**src/rtl/fetch_pkg.sv**
```systemverilog
// Shared types for the instruction fetch unit: decoder pcsrc encoding,
// fetch FSM states, buffered entry layout and redirect target math.
package fetch_pkg;

    typedef logic [1:0] pcsrc_t;

    localparam pcsrc_t PCSRC_SEQ = 2'b00;
    localparam pcsrc_t PCSRC_BR  = 2'b01;
    localparam pcsrc_t PCSRC_J   = 2'b10;
    localparam pcsrc_t PCSRC_JR  = 2'b11;

    typedef enum logic {
        RUN,
        DRAIN
    } fetch_state_t;

    typedef struct packed {
        logic [31:0] pc;
        logic [31:0] inst;
    } fetch_entry_t;

    function automatic logic [31:0] redirect_target(
        input pcsrc_t      src,
        input logic [31:0] pc4,
        input logic [25:0] imm,
        input logic [31:0] rs_value
    );
        logic [31:0] target;
        case (src)
            PCSRC_BR: target = pc4 + {{14{imm[15]}}, imm[15:0], 2'b00};
            PCSRC_J:  target = {pc4[31:28], imm, 2'b00};
            PCSRC_JR: target = {rs_value[31:2], 2'b00};
            default:  target = pc4;
        endcase
        return target;
    endfunction

endpackage

```
**src/rtl/fetch_fifo.sv**
```systemverilog
// Synchronous FIFO holding fetched instructions together with their PC.
// Clear dominates push and pop; a full FIFO accepts a push alongside a pop.
module fetch_fifo
    import fetch_pkg::*;
#(
    parameter int DEPTH = 2
) (
    input  logic                   clk,
    input  logic                   rst,
    input  logic                   clear,
    input  logic                   push,
    input  fetch_entry_t           push_data,
    input  logic                   pop,
    output fetch_entry_t           head,
    output logic [$clog2(DEPTH):0] count,
    output logic                   full,
    output logic                   empty
);

    localparam int AW = $clog2(DEPTH);
    localparam logic [AW:0] DEPTH_C = (AW + 1)'(DEPTH);

    fetch_entry_t  mem [DEPTH];
    logic [AW-1:0] rd_ptr;
    logic [AW-1:0] wr_ptr;
    logic          do_push;
    logic          do_pop;

    assign full    = (count == DEPTH_C);
    assign empty   = (count == '0);
    assign do_pop  = pop && !empty;
    assign do_push = push && (!full || do_pop);
    assign head    = mem[rd_ptr];

    always_ff @(posedge clk) begin
        if (rst || clear) begin
            rd_ptr <= '0;
            wr_ptr <= '0;
            count  <= '0;
        end else begin
            if (do_push) wr_ptr <= wr_ptr + AW'(1);
            if (do_pop)  rd_ptr <= rd_ptr + AW'(1);
            case ({do_push, do_pop})
                2'b10:   count <= count + (AW + 1)'(1);
                2'b01:   count <= count - (AW + 1)'(1);
                default: count <= count;
            endcase
        end
    end

    // Storage needs no reset: entries are only visible through the pointers.
    always_ff @(posedge clk) begin
        if (do_push) mem[wr_ptr] <= push_data;
    end

endmodule

```
**src/rtl/inst_fetch.sv**
```systemverilog
// Instruction fetch unit: owns the PC, issues credit-limited word reads and
// buffers in-order responses for decode; redirects flush everything in flight.
module inst_fetch
    import fetch_pkg::*;
#(
    parameter logic [31:0] RESET_PC   = 32'h0000_0000,
    parameter int          FIFO_DEPTH = 2
) (
    input  logic        clk,
    input  logic        rst,
    output logic        imem_req_valid,
    input  logic        imem_req_ready,
    output logic [31:0] imem_req_addr,
    input  logic        imem_rsp_valid,
    input  logic [31:0] imem_rsp_data,
    output logic        inst_valid,
    input  logic        inst_ready,
    output logic [31:0] inst,
    output logic [31:0] inst_pc,
    output logic [31:0] inst_pc4,
    input  logic        redirect_valid,
    input  logic [1:0]  redirect_src,
    input  logic [31:0] redirect_pc4,
    input  logic [25:0] redirect_imm,
    input  logic [31:0] redirect_reg
);

    localparam int CW = $clog2(FIFO_DEPTH) + 1;
    localparam logic [CW:0] DEPTH_W = (CW + 1)'(FIFO_DEPTH);

    fetch_state_t  state;
    logic [31:0]   fetch_pc;
    logic [CW-1:0] outstanding;
    logic [CW-1:0] discard_cnt;
    logic [CW-1:0] fifo_count;
    logic [CW-1:0] stale_cnt;
    logic [CW:0]   in_flight;
    logic          redirect_eff;
    logic          req_fire;
    logic          pop;
    logic          push;
    logic          fifo_full;
    logic          fifo_empty;
    fetch_entry_t  head;

    assign redirect_eff   = redirect_valid && (redirect_src != PCSRC_SEQ);
    assign inst_valid     = !rst && !fifo_empty;
    assign pop            = inst_valid && inst_ready && !redirect_eff;
    assign in_flight      = {1'b0, fifo_count} + {1'b0, outstanding};
    // Buffered plus outstanding words never exceed the FIFO, so a response always has room.
    assign imem_req_valid = !rst && !redirect_eff &&
                            ((in_flight < DEPTH_W) || ((in_flight == DEPTH_W) && pop));
    assign imem_req_addr  = imem_req_valid ? fetch_pc : '0;
    assign req_fire       = imem_req_valid && imem_req_ready;
    assign push           = imem_rsp_valid && (state == RUN) && !redirect_eff &&
                            (!fifo_full || pop);
    assign stale_cnt      = outstanding - CW'(imem_rsp_valid);

    assign inst     = inst_valid ? head.inst : '0;
    assign inst_pc  = inst_valid ? head.pc : '0;
    assign inst_pc4 = inst_valid ? head.pc + 32'd4 : '0;

    fetch_fifo #(
        .DEPTH (FIFO_DEPTH)
    ) u_fifo (
        .clk       (clk),
        .rst       (rst),
        .clear     (redirect_eff),
        .push      (push),
        .push_data ('{pc: fetch_pc - (32'(outstanding) << 2), inst: imem_rsp_data}),
        .pop       (pop),
        .head      (head),
        .count     (fifo_count),
        .full      (fifo_full),
        .empty     (fifo_empty)
    );

    // Every request still outstanding at a redirect is stale and is dropped in DRAIN.
    always_ff @(posedge clk) begin
        if (rst) begin
            state       <= RUN;
            fetch_pc    <= RESET_PC;
            outstanding <= '0;
            discard_cnt <= '0;
        end else if (redirect_eff) begin
            fetch_pc    <= redirect_target(redirect_src, redirect_pc4, redirect_imm, redirect_reg);
            outstanding <= stale_cnt;
            discard_cnt <= stale_cnt;
            state       <= (stale_cnt != '0) ? DRAIN : RUN;
        end else begin
            if (req_fire) fetch_pc <= fetch_pc + 32'd4;
            outstanding <= stale_cnt + CW'(req_fire);
            if ((state == DRAIN) && imem_rsp_valid) begin
                discard_cnt <= discard_cnt - CW'(1);
                if (discard_cnt == CW'(1)) state <= RUN;
            end
        end
    end

endmodule

```
**config.mk**
```make
export PLATFORM = sky130hd
export DESIGN_NAME = inst_fetch
export DESIGN_NICKNAME = d
export VERILOG_FILES = /design/src/rtl/fetch_pkg.sv /design/src/rtl/fetch_fifo.sv /design/src/rtl/inst_fetch.sv
export SDC_FILE = /design/constraint.sdc
export NUM_CORES = 1
export LEC_CHECK = 0
export ABC_AREA = 1
export CAP_MARGIN = 20
export CORE_AREA = 4 4 236 123
export CTS_CLUSTER_SIZE = 28
export DETAILED_ROUTE_END_ITERATION = 16
export DIE_AREA = 0 0 240 127
export PLACE_DENSITY = 0.75
export SYNTH_ARGS = -nofsm -noshare
export SYNTH_HDL_FRONTEND = slang
export SYNTH_HIERARCHICAL = 1
export SYNTH_SLANG_ARGS = --single-unit
```
**constraint.sdc**
```tcl
create_clock -name clk -period 5.5 [get_ports clk]
set_clock_uncertainty 0.2 [all_clocks]
set_input_delay 0.825 -clock clk [delete_from_list [all_inputs] [get_ports clk]]
set_output_delay 0.825 -clock clk [all_outputs]
set_load 0.05 [all_outputs]
```
== After elaboration in Yosys (flattened, before gate mapping) ==
Memories as Yosys holds them, arrays and structs flattened. A register that Yosys moved wholly into a read port is not among the register bits.
Cells that the tools add are included.

* Register bits after elaboration: 41
* Bits in writable memories: 128
* Logic and storage cells: 79
* Memories kept: 1

{| class="wikitable"
|+ Memories
! memory !! depth !! width !! rd ports !! clocked after Yosys merged registers in !! write ports !! line !! source
|-
| u_fifo.mem || 2 || 64 || 1 || 1 || 1 || fetch_fifo.sv:23 || <nowiki>fetch_entry_t mem [DEPTH];</nowiki>
|}

* $add $sub $neg: 12
* Magnitude comparators: 1
* Eq/ne operators: 8
* Multiplexer cells: 19
* Bitwise gates (word level): 1
* Reductions and logical operators: 30

{| class="wikitable"
|+ Operator list
! cell !! number
|-
| $mux W32 || 6
|-
| $pmux W32 S3 || 1
|-
| $add A32 B3 Y32 const B || 2
|-
| $add A32 B32 Y32 || 1
|-
| $sub A32 B4 Y32 || 1
|-
| $logic_and A1 B1 Y1 || 14
|-
| $reduce_bool A2 Y1 || 6
|-
| $eq A2 B2 Y1 const B || 4
|-
| $mux W1 || 8
|-
| $eq A2 B1 Y1 const B || 3
|-
| $mux W2 || 3
|-
| $logic_not A1 Y1 || 4
|-
| $logic_or A1 B1 Y1 || 4
|-
| $pmux W2 S2 || 1
|-
| $sub A2 B1 Y2 const B || 2
|-
| $add A2 B2 Y3 || 1
|-
| $eq A3 B2 Y1 const B || 1
|-
| $lt A3 B2 Y1 const B || 1
|-
| $add A1 B1 Y1 const B || 2
|-
| $add A2 B1 Y2 || 1
|-
| $add A2 B1 Y2 const B || 1
|-
| $logic_not A2 Y1 || 1
|-
| $reduce_and A2 Y1 || 1
|-
| $sub A2 B1 Y2 || 1
|-
| $not A1 Y1 || 1
|}

== Longest topological paths before layout ==
* Depth after elaboration: 11
* Mapped depth: 15

== By module ==
The synthesis kept the hierarchy.

{| class="wikitable"
|+ By module, submodules not included
! module !! instances !! cells each !! area an instance (um^2) !! sequential area each (um^2)
|-
| inst_fetch || 1 || 1364 || 7285.7 || 740.7
|-
| fetch_fifo || 1 || 240 || 4932.2 || 3943.8
|}

== Least setup slack after synthesis ==
Ideal clock, no wire load.

* Kind: input -> register
* Start point: input port redirect_src[1]
* End point: memory u_fifo/mem[0][0] (netlist name) (enable)
* Library setup time: 0.486 ns
* Data arrival time: 4.546 ns
* Required time: 4.814 ns
* Path slack: 0.267 ns
* Cell stages on the path: 10
* Path through: inv_2 -> nand2_4 -> nand2_8 -> inv_1 -> clkbuf_1 -> nor2_1 -> nand2_1 -> a21oi_1 -> nand2_2 -> nor2_1

* Cells in the longest elaborated chain, start to end: 9
* Elaborated cells between the ends (all ways): 12

{| class="wikitable"
|+ RTL lines
! element !! line !! source
|-
| start: declaration || inst_fetch.sv:22 || <nowiki>input logic [1:0] redirect_src,</nowiki>
|-
| $reduce_bool A2 Y1 (*) || inst_fetch.sv:46 || <nowiki>assign redirect_eff = redirect_valid && (redirect_src != PCSRC_SEQ);</nowiki>
|-
| $logic_and A1 B1 Y1 (*) || inst_fetch.sv:46 ||
|-
| $logic_not A1 Y1 (*) || inst_fetch.sv:48, inst_fetch.sv:55 ||
|-
| $logic_and A1 B1 Y1 || inst_fetch.sv:48 || <nowiki>assign pop = inst_valid && inst_ready && !redirect_eff;</nowiki>
|-
| $logic_or A1 B1 Y1 || inst_fetch.sv:56 || <nowiki>(!fifo_full || pop);</nowiki>
|-
| $logic_and A1 B1 Y1 (*) || inst_fetch.sv:55 || <nowiki>assign push = imem_rsp_valid && (state == RUN) && !redirect_eff &&</nowiki>
|-
| via push || inst_fetch.sv:41 || <nowiki>logic push;</nowiki>
|-
| $logic_and A1 B1 Y1 (*) || fetch_fifo.sv:32 || <nowiki>assign do_push = push && (!full || do_pop);</nowiki>
|-
| $mux W1 (*) || fetch_fifo.sv:53 || <nowiki>if (do_push) mem[wr_ptr] <= push_data;</nowiki>
|-
| $mux W1 (implied by the code) (*) || fetch_fifo.sv:53 ||
|-
| end: declaration || fetch_fifo.sv:23 ||
|}

The timed path passes the listed nets; every way through them passes the cells marked *.

==> flow_summary.toml <==
[logic_synthesis]
synth_top_area_cell = "edfxtp_1"
ys_top_cells_by_count = "nand2_1, inv_1, nor2_1"
synth_cell_types = 52
synthArstFlopShare = 0
syn-num-nets = 1774
synth_area_per_cell_sq_um = 7.62
synth_top_area_share = 0.315
yosysMostFrequentCell = "nand2_1"
synth_flop_cell = "edfxtp_1"
syn_inst = 1604
synth_seq_cells = 170
syn_area_sq_um = 12200
synth_area_leaders = "edfxtp_1, nand2_1, inv_1, dfxtp_1, nor2_1"
yosysSeqAreaShare = 0.383
synth-edff-count = 128
yosys_warnings = 6

[clock_tree]
clk_pin_slew_ns = 0.07
cts_setup_buffers = 0
htreeDepth = 4
cts_buffer_depth = 2
root_buffer = "clkbuf_16"
clock-sinks = 170
insertion_delay_ns = 0.44
numCtsBuffers = 17
cts_tree = "built"
cts_resized = 0
cts_hold_buffers = 0

[placed_design]
io_buffers = 257
dp.cells = 2173
detailed_place_hpwl_um = 31600
place.gp.congestion = 1.02
dp_slack_ns = 0.858

[finish]
regArea_sq_um = 4690
fillers = 2485
nNetsFinal = 2003
syn2layout_area_growth_pct = 27.9
diodes = 0
instances_no_fill = 2205
final_core_util = 0.576
drive_gt1_frac = 0.0949
multi_input_area_sq_um = 6320

[critical_path]
end_kind = "primary output"
criticalPathCategory = "flip-flop to primary output"
crit_fanout = 29
cp-start-kind = "flip-flop"
cp.required_ns = 4.47
crit_arrival_ns = 4.10

[timing]
clock.fmax_mhz = 195
period_needed_ns = 5.13
worst_pin_slew_ns = 0.983
fin_tns_setup_ns = 0
final-hold-violation-count = 0
slew_viol_final = 0
setup_viol = 0
setup_ws_ns = 0.370
rsz0062_at_grt = "no"
slew_headroom = 0.340
period_share = 0.933

[die]
fp-row-count = 43
die_area_sq_um = 30500
start_util = 0.451
die_h_um = 127
die_x_um = 240
ios = 260
core_area_sq_um = 27100

[run_status]
status = "complete, no violations"

[detailed_routing]
wl_per_cell_um = 18.4
wl_met2_um = 17000
drc = 0
top_layer = "met4"
routed_wl_um = 40700
num_vias = 11868
vias_per_cell = 5.38
first_pass_iters = 6
ant_nets = 0
route.met3.wl_um = 4100
wl_met1_um = 19100
drt-initial-drc-count = 1366

[global_routing]
track_usage = 0.259
grt_max_degree = 65
grt_pass1_vias = 10953
grt_pass1_wl_um = 61700
overflow = 0
antenna_found_initial = 0

[power_and_ir_drop]
finalPower_mw = 3.78
swShare = 0.333
combPwrFrac = 0.270
clock_power_share = 0.319
pwr_density_cell_nw_per_um2 = 242
power.share.sequential = 0.411
p_int_mw = 2.52
leakage_nw = 6.46
ir_drop_mv = 0.177
switching_power_mw = 1.26

[job]
maxCapViolations = 0

[hold_path]
hold_class = "flip-flop to flip-flop"
[metal layers]
metal | global-route usage | vias to the layer above
li1 | - | 5757
met1 | 0.401 | 5567
met2 | 0.364 | 507
met3 | 0.0679 | 37
met4 | 0.0478 | 0
met5 | 0 | -
[flip-flops by register name, indices dropped and copies added (netlist names), named ones only]
name / flops
u_fifo/rd_ptr: 1
discard_cnt: 2
outstanding: 2
state: 1
u_fifo/wr_ptr: 1
u_fifo/mem: 128
u_fifo/count: 2
fetch_pc: 32
[placed cells by master (no fill, tap or decap), types with 5 or more instances in the layout]
master	n
a221oi_1	13
a31oi_1	6
mux2_2	64
xor2_1	48
o211ai_1	8
clkbuf_16	17
a22o_1	8
edfxtp_1	128
buf_4	12
or2_2	12
nor2_2	5
nand2_2	6
nor3_1	41
nand2_1	335
o21ai_0	63
dfxtp_1	41
a21oi_1	84
nand3_1	93
ha_1	37
nand3_2	6
nor2_1	222
clkdlybuf4s50_1	253
inv_2	8
nor4_1	8
nor2_4	5
inv_1	229
nand4_1	29
[power by group through the flow]
stage	clock network (mW)	registers, mW	logic (mW)
2_1_floorplan	0	1.55	0.682
3_3_place_gp	0	1.57	0.982
3_5_place_dp	0	1.58	1.00
4_1_cts	1.22	1.55	1.01
5_1_grt	1.27	1.56	1.12
6_report	1.20	1.55	1.02
[worst paths after layout]
| kind | cells past startpoint | slack [ns] | from | endpoint |
|---|---|---|---|---|
| hold reg to reg | 0 | 0.28 | fetch_pc[0]$_SDFFE_PP0P_ | u_fifo/mem[0][32]$_DFFE_PP_ |
| setup reg to reg | 13 | 2.33 | u_fifo/count[1]$_SDFFE_PP0P_ | fetch_pc[7]$_SDFFE_PP0P_ |
| hold / removal | 0 | 0.28 | fetch_pc[0]$_SDFFE_PP0P_ | u_fifo/mem[0][32]$_DFFE_PP_ |
| setup / recovery | 11 | 0.37 | flip-flop | inst_pc4[28] |
[cells by family (layout without fill, tap and decap cells)]
family                     Yosys count  after routing  synth area share
buffers and inverters              299            540             0.100
xor gates and xnor gates            50             50            0.0358
AOI/OAI and AO/OA                  200            200            0.0963
muxes                               64             64            0.0590
and+or+nand+nor                    781            781             0.283
DFF                                170            170             0.383
adders and majority gates           40             40            0.0428
[worst max-delay path, cell delays in order (launching register included)]
cell	delay (ns)
dfxtp_2	0.78
mux2_2	0.39
ha_1	0.21
nand3_1	0.20
inv_1	0.13
nand2_1	0.06
nor3_1	0.25
inv_1	0.16
nor4_1	0.42
xor2_1	0.13
nor2_1	0.11
clkdlybuf4s50_1	0.82
[stage by stage]
stage | area [sq um] | hold WS (ns)
after detailed placement | 15000 | 0.262
after floorplan | 12200 | 0.226
final | 15600 | 0.279
after global placement | 15000 | 0.247
after global routing | 15600 | 0.291
after CTS | 15600 | 0.283
[area by class of cell]
class / count / area share
Clock buffer: 17 / 0.0272
Clock inverter: 14 / 0.00945
Inverter: 241 / 0.0580
Multi-Input combinational cell: 1135 / 0.405
Sequential cell: 170 / 0.300
Tap cell: 360 / 0.0288
Timing Repair Buffer: 268 / 0.172
No activity file was read; power rests on OpenSTA's default activity.
